$ cat src/rtl/vec_seq_pkg.sv
// ---------------------------------------------------------------------------
// vec_seq_pkg
// Shared types and constants for the vector memory sequencer.
//   state_t : sequencer FSM states (IDLE, XFER, DONE)
//   BEATS   : scalar beats per vector access for the default configuration
//   BEAT_W  : beat counter width
//   STRIDE  : byte stride between consecutive beats
// ---------------------------------------------------------------------------
package vec_seq_pkg;

    typedef enum logic [1:0] {
        IDLE = 2'd0,
        XFER = 2'd1,
        DONE = 2'd2
    } state_t;

    localparam int VEC_N  = 32;
    localparam int VEC_V  = 256;
    localparam int BEATS  = VEC_V / VEC_N;
    localparam int BEAT_W = $clog2(BEATS);
    localparam int STRIDE = VEC_N / 8;

endpackage

$ cat src/rtl/vec_seq_watchdog.sv
// ---------------------------------------------------------------------------
// vec_seq_watchdog
// Counts consecutive un-acknowledged beat cycles and flags a timeout so the
// sequencer can abort a transfer stuck on a dead memory port.
// Only instantiated when VEC_SEQ_TIMEOUT_EN is defined.
// Ports:
//   clk     in  clock
//   rst     in  asynchronous active-low reset
//   in_xfer in  sequencer is in XFER
//   ack     in  mem_ack for the current beat
//   timeout out abort request (combinational, valid in XFER only)
// ---------------------------------------------------------------------------
module vec_seq_watchdog
    import vec_seq_pkg::*;
#(
    parameter int TO_CYCLES = 64
) (
    input  logic clk,
    input  logic rst,
    input  logic in_xfer,
    input  logic ack,
    output logic timeout
);

    localparam int CW = (TO_CYCLES > 2) ? $clog2(TO_CYCLES) : 1;

    logic [CW-1:0] wait_cnt;

    // Cleared whenever the beat is accepted or the sequencer is not in XFER,
    // so every beat gets a fresh budget.
    always_ff @(posedge clk or negedge rst) begin
        if (!rst) begin
            wait_cnt <= '0;
        end else if (!in_xfer || ack) begin
            wait_cnt <= '0;
        end else begin
            wait_cnt <= wait_cnt + CW'(1);
        end
    end

    // wait_cnt holds the number of earlier wait cycles; including the current
    // one the count reaches TO_CYCLES-1 here, giving TO_CYCLES-1 wait cycles
    // before the abort lands in DONE.
    assign timeout = in_xfer && !ack && (wait_cnt == CW'(TO_CYCLES - 2));

endmodule

$ cat src/rtl/vec_mem_sequencer.sv
// ---------------------------------------------------------------------------
// vec_mem_sequencer
// Breaks one V-bit vector load/store into V/N consecutive N-bit beats on the
// scalar data-memory port, stalling Decode/Execute while it runs and
// presenting the assembled load vector to the Memory stage.
// Optional feature: define VEC_SEQ_TIMEOUT_EN to add an ack watchdog that
// aborts a stalled transfer after TO_CYCLES-1 wait cycles and raises VecErr.
// Ports:
//   clk        in  clock (rising edge)
//   rst        in  asynchronous active-low reset
//   VecStartE  in  vector memory instruction present in Execute
//   VecWriteE  in  1 = store, 0 = load
//   VecAddrE   in  byte base address
//   VecWDataE  in  store vector
//   StallVec   out pipeline hold request
//   mem_req    out beat request
//   mem_we     out beat write enable
//   mem_addr   out beat byte address
//   mem_wdata  out beat write data
//   mem_ack    in  beat accepted (may be combinational from mem_req)
//   mem_rdata  in  beat read data
//   VecRDataM  out assembled load vector
//   VecDoneM   out one-cycle completion pulse
//   VecErr     out abort flag (with VecDoneM)
// ---------------------------------------------------------------------------
module vec_mem_sequencer
    import vec_seq_pkg::*;
#(
    parameter int N         = VEC_N,
    parameter int V         = VEC_V,
    parameter int TO_CYCLES = 64
) (
    input  logic         clk,
    input  logic         rst,
    input  logic         VecStartE,
    input  logic         VecWriteE,
    input  logic [N-1:0] VecAddrE,
    input  logic [V-1:0] VecWDataE,
    output logic         StallVec,
    output logic         mem_req,
    output logic         mem_we,
    output logic [N-1:0] mem_addr,
    output logic [N-1:0] mem_wdata,
    input  logic         mem_ack,
    input  logic [N-1:0] mem_rdata,
    output logic [V-1:0] VecRDataM,
    output logic         VecDoneM,
    output logic         VecErr
);

    localparam int NBEATS = V / N;
    localparam int BW     = (NBEATS > 1) ? $clog2(NBEATS) : 1;
    localparam int STR    = N / 8;

    if (((V % N) != 0) || (N < 8) || (TO_CYCLES < 2)) begin : g_bad_params
        $error("vec_mem_sequencer: illegal parameter combination");
    end

    state_t         state;
    logic [BW-1:0]  beat;
    logic [N-1:0]   base_q;
    logic           we_q;
    logic [V-1:0]   wdata_q;
    logic [V-1:0]   rbuf;
    logic           last_beat;

    assign last_beat = (beat == BW'(NBEATS - 1));

`ifdef VEC_SEQ_TIMEOUT_EN
    logic timeout;
    logic err_q;

    vec_seq_watchdog #(
        .TO_CYCLES (TO_CYCLES)
    ) u_watchdog (
        .clk     (clk),
        .rst     (rst),
        .in_xfer (state == XFER),
        .ack     (mem_ack),
        .timeout (timeout)
    );
`endif

    always_ff @(posedge clk or negedge rst) begin
        if (!rst) begin
            state   <= IDLE;
            beat    <= '0;
            base_q  <= '0;
            we_q    <= 1'b0;
            wdata_q <= '0;
            rbuf    <= '0;
`ifdef VEC_SEQ_TIMEOUT_EN
            err_q   <= 1'b0;
`endif
        end else begin
            case (state)
                IDLE: begin
                    if (VecStartE) begin
                        base_q  <= VecAddrE;
                        we_q    <= VecWriteE;
                        wdata_q <= VecWDataE;
                        rbuf    <= '0;
                        beat    <= '0;
`ifdef VEC_SEQ_TIMEOUT_EN
                        err_q   <= 1'b0;
`endif
                        state   <= XFER;
                    end
                end
                XFER: begin
                    if (mem_ack) begin
                        if (!we_q) begin
                            rbuf[beat*N +: N] <= mem_rdata;
                        end
                        beat <= beat + BW'(1);
                        if (last_beat) begin
                            state <= DONE;
                        end
`ifdef VEC_SEQ_TIMEOUT_EN
                    end else if (timeout) begin
                        // Unreceived beats stay 0 because rbuf was cleared at start.
                        err_q <= 1'b1;
                        state <= DONE;
`endif
                    end
                end
                DONE: begin
                    state <= IDLE;
                end
                default: begin
                    state <= IDLE;
                end
            endcase
        end
    end

    // All beat outputs decode from registered state only, so they hold
    // steady across wait cycles without extra holding registers.
    assign mem_req   = (state == XFER);
    assign mem_we    = (state == XFER) && we_q;
    assign mem_addr  = (state == XFER) ? (base_q + N'(beat) * N'(STR)) : '0;
    assign mem_wdata = (state == XFER) ? wdata_q[beat*N +: N] : '0;

    // Low in DONE so the Execute register advances on the DONE cycle edge.
    assign StallVec  = ((state == IDLE) && VecStartE) || (state == XFER);
    assign VecDoneM  = (state == DONE);
    assign VecRDataM = rbuf;

`ifdef VEC_SEQ_TIMEOUT_EN
    assign VecErr = (state == DONE) && err_q;
`else
    assign VecErr = 1'b0;
`endif

endmodule
$ cat config.mk
export PLATFORM = sky130hd
export DESIGN_NAME = vec_mem_sequencer
export DESIGN_NICKNAME = d
export VERILOG_FILES = /design/src/rtl/vec_seq_pkg.sv /design/src/rtl/vec_seq_watchdog.sv /design/src/rtl/vec_mem_sequencer.sv
export SDC_FILE = /design/constraint.sdc
export NUM_CORES = 1
export LEC_CHECK = 0
export ABC_AREA = 1
export CAP_MARGIN = 20
export CELL_PAD_IN_SITES_DETAIL_PLACEMENT = 1
export CELL_PAD_IN_SITES_GLOBAL_PLACEMENT = 2
export CORE_MARGIN = 8
export CORE_UTILIZATION = 28
export DETAILED_ROUTE_END_ITERATION = 10
export PLACE_DENSITY_LB_ADDON = 0.15
export SETUP_SLACK_MARGIN = 0.15
export SLEW_MARGIN = 30
export SYNTH_ARGS = -nofsm -noshare
export SYNTH_HDL_FRONTEND = slang
export SYNTH_SLANG_ARGS = --single-unit
$ cat constraint.sdc
create_clock -name clk -period 3.1 [get_ports clk]
set_input_delay 0.62 -clock clk [delete_from_list [all_inputs] [get_ports clk]]
set_output_delay 0.62 -clock clk [all_outputs]
set_load 0.01 [all_outputs]
==> impl_results.md, run 1 <==
- Fin worst setup slack: -0.109 ns
- Commonest non-fill, non-tap cells in the layout: nand2_1 (1348), clkdlybuf4s50_1 (585), dfrtp_1 (545), nor2_1 (291), nand3_1 (208)
- Unique cell type count in the Yosys netlist: 33
- Clock Tree Root: clkbuf_16
- CTS tree: built
- Starting Density: 0.282
- Cell repeated most along the worst path: buf_6
- Final Hold Viols: 0
- Post-layout min period: 3.21 ns
- Slew at the pin closest to its max-slew limit: 0.900 ns
- Cell Area, Synth: 0.0254 mm2
- DR vias/cell: 4.75
- F_max: 312 MHz
- Leading cell type in the layout, fill and taps excluded: nand2_1
- CP max-delay cell: dfrtp_4
- Critical Path, Cell by Cell: inv_4, fa_2, o21ai_2, buf_6, buf_6, a21oi_2, a211oi_1, buf_4, buf_6
- Flop2flop setup slack: 0.12 ns
- Worst slew margin: 0.395
- Avg Cell Area, Syn: 7.65 um2
- CTS Buf Count: 69
- Ys flop type: dfrtp_1
- Vias in the first global route: 26500
- Post-synthesis instance total: 3317
- TritonRoute pass-1 iters: 5
- RR Endpoint: VecRDataM[67]$_DFFE_PN0P_
- Share of layout cells above drive strength 1: 0.126
- RSZ-0062 raised after global routing: true
- Placer Congestion: 0.834
- Final period util: 1.04
- Final Skew: 0.0290 ns
- Layout area overhead: 48.3%
- Worst skew pair latency: 0.61 ns
- PortBufs: 648
- Clk sinks: 550
- Worst r2r src: beat[0]$_DFFE_PN0P_
- Dpl cell area: 0.0339 mm2
- Status: finished with violations
- Max_cap viols: 0
- Sequential area share after synthesis: 0.542
- Die extent in y: 317 um
- R2r worst-path depth: 13
- Drt drc: 0
- Setup TNS Final: -0.336 ns
- DR vias: 24900
- Hold Crit Class: register to register
- Grt ovf: 0
- Row cnt: 110
- Comb power frac: 0.413
- Hold endpoint: VecRDataM[47]$_DFFE_PN0P_
- Share of the synthesized area in the top cell type: 0.542
- Antenna-violating nets left: 0
- Worst Setup SP: beat[1]$_DFFE_PN0P_
- Chip Width: 317 um
- Post-route cell area: 0.0376 mm2
- Top area cells in the synthesized netlist: dfrtp_1 (54%), nand2_1 (20%), nor2_1 (5.1%)
- Mapped Nets: 3651
- Pwr dens: 872 mW/mm2
- Yosys top cell by area: dfrtp_1
- Startpoint Class: register
- Cell Int Power: 0.0193 W
- Worst hold margin: 0.466 ns
- DIE AREA: 0.101 mm2
- Flop pwr share: 0.324
- Max H-tree Level: 3
- Max Slew Vio Count: 0
- # nets final: 4323
- Total wire length: 123 mm
- Initial antenna violation count: 32
- Worst hold start: VecRDataM[47]$_DFFE_PN0P_
- Setup Viol. Count Final: 10
- Post-DP HPWL: 87.7 mm
- Switching Share: 0.410
- VDD IR-drop max: 0.412 mV
- Switching pwr: 0.0135 W
- Clock share of power: 0.262
- Required @ worst endpoint: 2.48 ns
- Leakage Power: 18.1 nW
- Crit-path max FO: 5
- Synth Register Bits: 550
- Io pins: 650
- Syn. warnings: 0
- Gr usage total: 0.237
- Largest net degree at the start of global routing: 127
- Synth async-reset ratio: 1.00
- Clk slew on worst S/H paths: 0.06 ns
- Setup slack at placement: -0.0256 ns
- Maximum buffer depth of the clock tree: 3
- CP Capture Type: primary output
- Failing checks: negative setup slack
- Core area: 0.0899 mm2
- Initial DRC Count: 1326
- Post-DR wirelength/cell: 23.4 um
- Post-synth EDFFs: 0
- Slowest Stage Delay on Critical Path: 0.49 ns
- First-pass GRT wire length: 179 mm
- Hold Path Depth: 2
- Worst EP arrival: 2.59 ns
- WS Path Type: register to primary output
==> stage by stage <==
stage                     cells   util  power [W]
after CTS                  5200  0.411     0.0327
after global placement     5049  0.377     0.0232
after floorplan            3317      -     0.0167
after global routing       5227  0.419     0.0349
final                      5237  0.419     0.0328
after detailed placement   5049  0.377     0.0233
==> what timing repair did <==
| item | CTS | global route |
|---|---|---|
| gates cloned | 10 | 2 |
| setup buffers | 15 | 17 |
| setup endpoints to repair | 62 | 99 |
| gates resized for setup | 315 | 205 |
| pin swaps | 37 | 61 |
| hold endpoints to repair | 34 | 0 |
| hold buffers | 1 | 0 |
==> power groups by stage <==
stage | registers, W | clock network (W) | logic (W)
2_1_floorplan | 0.0101 | 0 | 0.00661
6_report | 0.0106 | 0.00861 | 0.0136
3_5_place_dp | 0.0107 | 0 | 0.0126
4_1_cts | 0.0106 | 0.00884 | 0.0132
5_1_grt | 0.0109 | 0.00910 | 0.0149
3_3_place_gp | 0.0107 | 0 | 0.0125
==> worst max path at each step <==
stage	depth (start not counted)	endpoint	slack, ns
3_3_place_gp	7	mem_wdata[6]	-0.005
5_1_grt	9	mem_addr[8]	-0.21
2_1_floorplan	10	mem_addr[30]	0.42
6_report	9	mem_addr[8]	-0.11
3_5_place_dp	7	mem_wdata[6]	-0.03
4_1_cts	12	mem_addr[14]	-0.13
==> layout make-up <==
type	instances	area (um2)
fillers	10600	52200
flip-flops and latches	550	13800
multi-input cells	2374	10800
repair buffers	811	8430
clock buffers	97	2040
well taps	1176	1470
inverters	181	708
clock inverters	28	370
diodes	18	45.0
repair inverters	2	32.5
==> per-layer routing <==
layer | vias to the layer above | wire length (um) | global-route usage
li1 | 11800 | - | -
met2 | 607 | 62500 | 0.425
met4 | 26 | 3190 | 0.0694
met5 | - | 157 | 0
met3 | 151 | 8230 | 0.0588
met1 | 12200 | 48600 | 0.278
==> worst max-delay path, delay by kind of cell, from the launching register on <==
| family | cells | cell delay [ns] |
|---|---|---|
| flip-flops | 1 | 0.49 |
| buffers and inverters | 5 | 0.59 |
| AO/OA/AOI/OAI | 3 | 0.47 |
| adder cells (fa/ha/maj) | 1 | 0.43 |
==> Yosys cell counts (all sizes together), types with 2 or more instances <==
| master | instances |
|---|---|
| xnor2 | 2 |
| nor3 | 66 |
| buf | 79 |
| o22ai | 33 |
| ha | 8 |
| o211ai | 32 |
| a21oi | 11 |
| nor2 | 351 |
| nand2 | 1376 |
| dfrtp | 550 |
| nand3 | 218 |
| o21ai | 230 |
| inv | 181 |
| a211oi | 2 |
| clkbuf | 133 |
| nand4 | 40 |
==> cells by family after synthesis <==
logic type	after synthesis	share of synthesized area
AOI/OAI and AO/OA	308	0.0665
other	1	0.000148
DFF	550	0.542
buffers and inverters	393	0.0617
xor gates and xnor gates	3	0.00104
adders and majority gates	9	0.00473
and+or+nand+nor	2053	0.324
==> sequential cells by signal (all words and copies together), names as in the netlist <==
name	cells
VecRDataM	256
state	2
wdata_q	256
we_q	1
base_q	32
beat	3
No activity file was read; power rests on OpenSTA's default activity.
==> run 2: changes to the inputs <==
- ABC_AREA: 1 -> unset
- CORE_UTILIZATION: 28 -> 30
==> run 2 against run 1 <==
The flow still finishes with violations (negative setup slack). Total power grew 10%. Critical path type unchanged. Critical path depth is the same. Final cell count shrank 24%. Sequential share of layout area grew 3.4 points. Synthesized area shrank 9.2%. Global-route usage shrank 0.54 points. Sequential power grew 13%. Hold slack lost 0.44 ns. Synthesized cell count shrank 33%. Largest power group unchanged. Worst setup slack lost 0.41 ns.
==> impl_results.md, run 2 <==
- Status: finished with violations (unchanged)
- Failing checks: negative setup slack (unchanged)
- Fin util: 0.453 (was 0.419)
- Final period util: 1.17 (was 1.04)
- Top sig layer: met5 (unchanged)
- Max_cap viols: 0 (unchanged)
- Maximum buffer depth of the clock tree: 3 (unchanged)
- Initial DRC Count: 1083 (was 1326)
- Chip Width: 293 um (was 317 um)
- DR vias/cell: 5.00 (was 4.75)
- Share of layout cells above drive strength 1: 0.172 (was 0.126)
- Startpoint Class: register (unchanged)
- Final Skew: 0.0234 ns (was 0.0290 ns)
- WS Path Type: register to primary output (unchanged)
- RSZ-0062 raised after global routing: true (unchanged)
- CTS Hold Buffers Added: 0 (was 1)
- Die extent in y: 293 um (was 317 um)
- Flop pwr share: 0.333 (was 0.324)
- Fin worst setup slack: -0.523 ns (was -0.109 ns)
- Row cnt: 101 (was 110)
- Avg Cell Area, Syn: 10.4 um2 (was 7.65 um2)
- Synth Register Bits: 550 (unchanged)
- Syn. warnings: 0 (unchanged)
- Antenna-violating nets left: 0 (unchanged)
- Post-layout min period: 3.62 ns (was 3.21 ns)
- F_max: 276 MHz (was 312 MHz)
- Post-synthesis instance total: 2207 (was 3317)
- CTS Buf Count: 67 (was 69)
- Max Slew Vio Count: 0 (unchanged)
- Comb power frac: 0.456 (was 0.413)
- Sequential area share after synthesis: 0.597 (was 0.542)
- Most frequent cell after synthesis: nand2_1 (unchanged)
- Hold Crit Class: primary input to async pin (was register to register)
- Setup TNS Final: -9.39 ns (was -0.336 ns)
- Switching Share: 0.376 (was 0.410)
- Fillers: 8166 (was 10600)
- PortBufs: 648 (unchanged)
- TritonRoute pass-1 iters: 5 (unchanged)
- Synth async-reset ratio: 1.00 (unchanged)
- Met1 Wirelength: 38.9 mm (was 48.6 mm)
- Share of the synthesized area in the top cell type: 0.597 (was 0.542)
- Worst EP arrival: 3.00 ns (was 2.59 ns)
- Worst slew margin: 0.367 (was 0.395)
- Starting Density: 0.303 (was 0.282)
- Routed length on met3: 6.75 mm (was 8.23 mm)
- Vias in the first global route: 22000 (was 26500)
- Yosys top cell by area: dfrtp_1 (unchanged)
- Leakage Power: 16.0 nW (was 18.1 nW)
- CP Capture Type: primary output (unchanged)
- Drt drc: 0 (unchanged)
- Pwr dens: 1050 mW/mm2 (was 872 mW/mm2)
- Post-synth EDFFs: 0 (unchanged)
- Clk sinks: 550 (unchanged)
- Required @ worst endpoint: 2.48 ns (about the same)
- Mapped Nets: 2541 (was 3651)
- Grt ovf: 0 (unchanged)
- Layout area overhead: 49.4% (was 48.3%)
- Final non-filler cell total: 3980 (was 5237)
- Unique cell type count in the Yosys netlist: 53 (was 33)
- Reg area: 0.0138 mm2 (about the same)
- Placer Congestion: 0.827 (was 0.834)
- Post-DP HPWL: 73.1 mm (was 87.7 mm)
- Slew at the pin closest to its max-slew limit: 0.950 ns (was 0.900 ns)
- Clk slew on worst S/H paths: 0.06 ns (about the same)
- Core area: 0.0759 mm2 (was 0.0899 mm2)
- Cell Int Power: 0.0225 W (was 0.0193 W)
- Switching pwr: 0.0136 W (was 0.0135 W)
- Multi-input gate area: 0.00912 mm2 (was 0.0108 mm2)
- # nets final: 3218 (was 4323)
- First-pass GRT wire length: 150 mm (was 179 mm)
- Leading cell type in the layout, fill and taps excluded: nand2_1 (unchanged)
- Max H-tree Level: 3 (unchanged)
- Post-DR wirelength/cell: 25.6 um (was 23.4 um)
- Power Total: 0.0362 W (was 0.0328 W)
- Total wire length: 102 mm (was 123 mm)
- # placed instances: 3797 (was 5049)
- Worst skew pair latency: 0.60 ns (was 0.61 ns)
- Final Hold Viols: 0 (unchanged)
- CTS tree: built (unchanged)
- Setup Viol. Count Final: 52 (was 10)
- Clock Tree Root: clkbuf_16 (unchanged)
- Setup slack at placement: -0.529 ns (was -0.0256 ns)
- Gr usage total: 0.231 (was 0.237)
- Largest net degree at the start of global routing: 171 (was 127)
- Initial antenna violation count: 29 (was 32)
- Io pins: 650 (unchanged)
- Synth top cells by count: nand2_1 (940), dfrtp_1 (550), a22o_1 (254), clkbuf_1 (103), mux4_2 (64) (was nand2_1 (1375), dfrtp_1 (550), nor2_1 (347), nand3_1 (217), o21ai_0 (187))
- Commonest non-fill, non-tap cells in the layout: nand2_1 (898), clkdlybuf4s50_1 (583), dfrtp_1 (546), a22o_1 (254), buf_4 (77) (was nand2_1 (1348), clkdlybuf4s50_1 (585), dfrtp_1 (545), nor2_1 (291), nand3_1 (208))
- Top area cells in the synthesized netlist: dfrtp_1 (60%), nand2_1 (15%), a22o_1 (9.7%) (was dfrtp_1 (54%), nand2_1 (20%), nor2_1 (5.1%))
- DR WL met2: 52.2 mm (was 62.5 mm)
- Ys flop type: dfrtp_1 (unchanged)
- VDD IR-drop max: 0.485 mV (was 0.412 mV)
- DR vias: 19900 (was 24900)
- Clock share of power: 0.211 (was 0.262)
- DIE AREA: 0.0859 mm2 (was 0.101 mm2)
- Crit-path max FO: 5 (unchanged)
- Cell Area, Synth: 0.0230 mm2 (was 0.0254 mm2)
==> run 2: changes by cell type in the layout (fill, tap and decap cells not counted), sizes merged, moves of 169 or more <==
cell and delta:
nand2 -436, a22o +254, nor2 -335, nand3 -205, inv -169, o21ai -204
==> run 2: layout make-up <==
class,count,share of cell area
inverter,11,0.00127
timing repair buffer,789,0.234
antenna,18,0.00131
clock buffer,101,0.0577
sequential,550,0.400
tap,1030,0.0374
multi-input combinational,1465,0.265
clock inverter,16,0.00342
==> run 2: repair_timing <==
item	in CTS	in global routing
pin swaps	37	40
setup endpoints to repair	103	187
resized for setup	331	97
cloned	8	2
setup buffers	24	14
==> run 2: kinds of logic (layout without fill, tap and decap cells) <==
| group | Yosys count | after routing | share of synthesized area |
|---|---|---|---|
| AOI/OAI and AO/OA | 352 | 352 | 0.121 |
| xor gates and xnor gates | 10 | 10 | 0.00380 |
| adders and majority gates | 9 | 9 | 0.00521 |
| buffers and inverters | 192 | 917 | 0.0327 |
| DFF | 550 | 550 | 0.597 |
| muxes | 64 | 64 | 0.0625 |
| other | 1 | 19 | 0.000163 |
| and+or+nand+nor | 1029 | 1029 | 0.177 |
==> run 2: metal layers <==
layer / up-vias / GRT usage
met2: 587 / 0.410
met3: 188 / 0.0659
met5: - / 0
met1: 10200 / 0.263
met4: 22 / 0.0882
li1: 8857 / -
==> run 2: worst paths after layout <==
| check | slack [ns] | endpoint | depth (start not counted) | from |
|---|---|---|---|---|
| max | -0.52 | mem_addr[24] | 9 | beat[0]$_DFFE_PN0P_ |
| min in group clk | 0.47 | wdata_q[240]$_DFFE_PN0P_ | 2 | wdata_q[240]$_DFFE_PN0P_ |
| max reg2reg | 0.29 | VecRDataM[14]$_DFFE_PN0P_ | 13 | beat[0]$_DFFE_PN0P_ |
| min reg2reg | 0.47 | wdata_q[240]$_DFFE_PN0P_ | 2 | wdata_q[240]$_DFFE_PN0P_ |
| min | 0.03 | base_q[18]$_DFFE_PN0P_ | 1 | rst |
| max in group asynchronous | 2.00 | wdata_q[77]$_DFFE_PN0P_ | 2 | rst |
==> run 2: power groups by stage <==
stage | registers (W) | logic, W | clock network, W
after floorplan | 0.0122 | 0.00700 | 0
after global placement | 0.0120 | 0.0152 | 0
after detailed placement | 0.0121 | 0.0154 | 0
after CTS | 0.0121 | 0.0163 | 0.00784
after global routing | 0.0124 | 0.0178 | 0.00809
final | 0.0120 | 0.0165 | 0.00762
==> run 2: critical path, stage by stage, from the launching register on <==
cell and delay (ns):
dfrtp_4 0.41, ha_4 0.13, inv_2 0.04, fa_2 0.34, nand2b_4 0.15, a2111o_1 0.40
buf_6 0.15, or4_4 0.49, a21oi_2 0.15, buf_2 0.15
==> run 2: through the flow <==
step / hold slack [ns] / area, um2
floorplan: 0.324 / 23100
global placement: 0.453 / 31300
detailed placement: 0.460 / 31300
CTS: 0.0396 / 34000
global route: 0.0552 / 34400
finish: 0.0285 / 34400
==> run 3: changes to the inputs <==
- GPL_TIMING_DRIVEN: unset -> 0
==> run 3 against run 2 <==
The flow still finishes with violations (negative setup slack). Clock skew shrank 0.0050 ns. Non-clock buffer count up 123. Clock power is 3.4% lower. Worst setup slack lost 0.34 ns. Final cell count rose by 3.0%. Core utilization increased by 1.2 points. Register-to-register slack got worse by 0.80 ns. Sequential cell count is the same. Highest routed layer unchanged.
==> impl_results.md, run 3 (same netlist as run 2, synthesis figures left out) <==
- Worst hold margin: 0.418 ns (was 0.0285 ns)
- Commonest non-fill, non-tap cells in the layout: nand2_1 (895), clkdlybuf4s50_1 (559), dfrtp_1 (549), a22o_1 (254), buf_6 (85) (was nand2_1 (898), clkdlybuf4s50_1 (583), dfrtp_1 (546), a22o_1 (254), buf_4 (77))
- Final Skew: 0.0184 ns (was 0.0234 ns)
- DR vias/cell: 4.97 (was 5.00)
- Worst hold start: mem_ack
- # placed instances: 3862 (was 3797)
- Flop2flop setup slack: -0.51 ns (was 0.29 ns)
- Drt drc: 0 (unchanged)
- Gr usage total: 0.239 (was 0.231)
- DR vias: 20400 (was 19900)
- Share of layout cells above drive strength 1: 0.184 (was 0.172)
- Worst r2r src: beat[0]$_DFFE_PN0P_ (unchanged)
- VDD IR-drop max: 0.579 mV (was 0.485 mV)
- Post-DP HPWL: 79.9 mm (was 73.1 mm)
- DIE AREA: 0.0859 mm2 (unchanged)
- PortBufs: 615 (was 648)
- Vias in the first global route: 22500 (was 22000)
- Worst EP arrival: 3.34 ns (was 3.00 ns)
- Grt ovf: 0 (unchanged)
- Final Hold Viols: 0 (unchanged)
- Critical path's top delay family: simple AND/OR/NAND/NOR gates (unchanged)
- Pwr dens: 1060 mW/mm2 (was 1050 mW/mm2)
- Core area: 0.0759 mm2 (unchanged)
- RR Endpoint: VecRDataM[157]$_DFFE_PN0P_ (was VecRDataM[14]$_DFFE_PN0P_)
- Leading cell type in the layout, fill and taps excluded: nand2_1 (unchanged)
- Clk sinks: 550 (unchanged)
- Total wire length: 107 mm (was 102 mm)
- TritonRoute pass-1 iters: 7 (was 5)
- Fillers: 8196 (was 8166)
- Post-layout min period: 3.96 ns (was 3.62 ns)
- Largest net degree at the start of global routing: 86 (was 171)
- Leakage Power: 16.3 nW (was 16.0 nW)
- Hold Path Depth: 3
- Final period util: 1.28 (was 1.17)
- Initial antenna violation count: 23 (was 29)
- Slowest Stage Delay on Critical Path: 0.48 ns (was 0.49 ns)
- First-pass GRT wire length: 154 mm (was 150 mm)
- Worst slew margin: 0.334 (was 0.367)
- Fin worst setup slack: -0.861 ns (was -0.523 ns)
- Die extent in y: 293 um (unchanged)
- Crit-path max FO: 3 (was 5)
- Row cnt: 101 (unchanged)
- Hold endpoint: beat[2]$_DFFE_PN0P_
- Starting Density: 0.303 (unchanged)
- Layout area overhead: 53.3% (was 49.4%)
- Worst skew pair latency: 0.64 ns (was 0.60 ns)
- Initial DRC Count: 949 (was 1083)
- Required @ worst endpoint: 2.48 ns (about the same)
- CTS tree: built (unchanged)
- Failing checks: negative setup slack (unchanged)
- WS Path Type: register to primary output (unchanged)
- Max H-tree Level: 2 (was 3)
- Antenna-violating nets left: 0 (unchanged)
- Critical Path, Cell by Cell: buf_12, clkbuf_16, inv_8, fa_2, nand2b_4, a2111o_1, buf_6, or4_4, a21oi_2, buf_2 (was ha_4, inv_2, fa_2, nand2b_4, a2111o_1, buf_6, or4_4, a21oi_2, buf_2)
- Maximum buffer depth of the clock tree: 3 (unchanged)
- CTS Buf Count: 61 (was 67)
- Max_cap viols: 0 (unchanged)
- # nets final: 3335 (was 3218)
- R2r worst-path depth: 21 (was 13)
- Status: finished with violations (unchanged)
- Post-DR wirelength/cell: 26.1 um (was 25.6 um)
- CP Capture Type: primary output (unchanged)
- Final non-filler cell total: 4098 (was 3980)
- WP buf/inv: 5 (was 3)
- Hold Crit Class: primary input to register (was primary input to async pin)
- RSZ-0062 raised after global routing: true (unchanged)
- Setup Viol. Count Final: 321 (was 52)
- Reg area: 0.0138 mm2 (about the same)
- Startpoint Class: register (unchanged)
- Clock Tree Root: clkbuf_16 (unchanged)
- F_max: 252 MHz (was 276 MHz)
- Placer Congestion: 0.852 (was 0.827)
- Multi-input gate area: 0.00931 mm2 (was 0.00912 mm2)
- CP max-delay cell: or4_4 (unchanged)
- Max Slew Vio Count: 0 (unchanged)
- Chip Width: 293 um (unchanged)
- Slew at the pin closest to its max-slew limit: 0.998 ns (was 0.950 ns)
- Clk slew on worst S/H paths: 0.05 ns (was 0.06 ns)
- Io pins: 650 (unchanged)
## run 3: cell types whose count changed in the layout (fill, tap and decap cells not counted), moves of 7 or more
cell / change
o21ai_2: -7
buf_4: -28
clkbuf_1: +53
nor3_4: +8
buf_8: +9
clkbuf_4: +7
buf_12: -14
clkdlybuf4s50_1: -24
a21oi_2: +10
a21oi_1: -12
buf_6: +56
buf_1: +51
## run 3: routing by layer
metal / track usage / vias up / part of all wire
met5: 0 / - / 0.00064
li1: - / 9083 / -
met2: 0.422 / 595 / 0.51
met1: 0.283 / 10500 / 0.39
met3: 0.0540 / 179 / 0.066
met4: 0.0910 / 10 / 0.038
## run 3: cell type report
| class | instances | share of cell area |
|---|---|---|
| flip-flops and latches | 550 | 0.389 |
| clock buffers | 94 | 0.0504 |
| plain buffers | 180 | 0.0385 |
| multi-input cells | 1465 | 0.263 |
| repair buffers | 732 | 0.213 |
| inverters | 11 | 0.00173 |
| diodes | 18 | 0.00127 |
| clock inverters | 18 | 0.00620 |
| well taps | 1030 | 0.0365 |
## run 3: worst max-delay path by stage
stage	from	to	slack (ns)	depth (start not counted)
final	beat[1]$_DFFE_PN0P_	mem_addr[28]	-0.86	10
after global routing	beat[1]$_DFFE_PN0P_	mem_addr[28]	-0.97	10
after CTS	beat[1]$_DFFE_PN0P_	mem_addr[28]	-0.97	10
after detailed placement	beat[0]$_DFFE_PN0P_	VecRDataM[60]$_DFFE_PN0P_	-1.20	11
after global placement	rst	wdata_q[74]$_DFFE_PN0P_	-23.42	1
after floorplan	beat[1]$_DFFE_PN0P_	mem_addr[22]	0.15	9
## run 3: tightest hold or removal path: stages
cell and delay (ns):
clkbuf_1 0.21, nand3_1 0.12, nand2_1 0.05
## run 3: power breakdown
group | switching [W] | total, W | internal, W
sequential | 0.00193 | 0.0121 | 0.0102
combinational | 0.00927 | 0.0181 | 0.00884
clock | 0.00309 | 0.00736 | 0.00427
## run 3: stage by stage
stage	TNS, ns	power [W]	setup WS [ns]	util	cell area, um2
4_1_cts	-44.11	0.0363	-0.973	0.448	34000
3_3_place_gp	-	0.0273	-23.42	0.402	30500
5_1_grt	-162.14	0.0397	-0.972	0.465	35300
6_report	-125.12	0.0376	-0.861	0.465	35300
2_1_floorplan	0	0.0192	0.152	-	23100
3_5_place_dp	-322.37	0.0277	-1.20	0.405	30800
## run 3: what timing repair did
item,in CTS,in global routing
pin swaps,24,66
gates cloned,2,16
resized for setup,459,298
hold buffers,1,0
buffers inserted,56,32
hold endpoints to repair,34,0
setup endpoints to repair,328,416
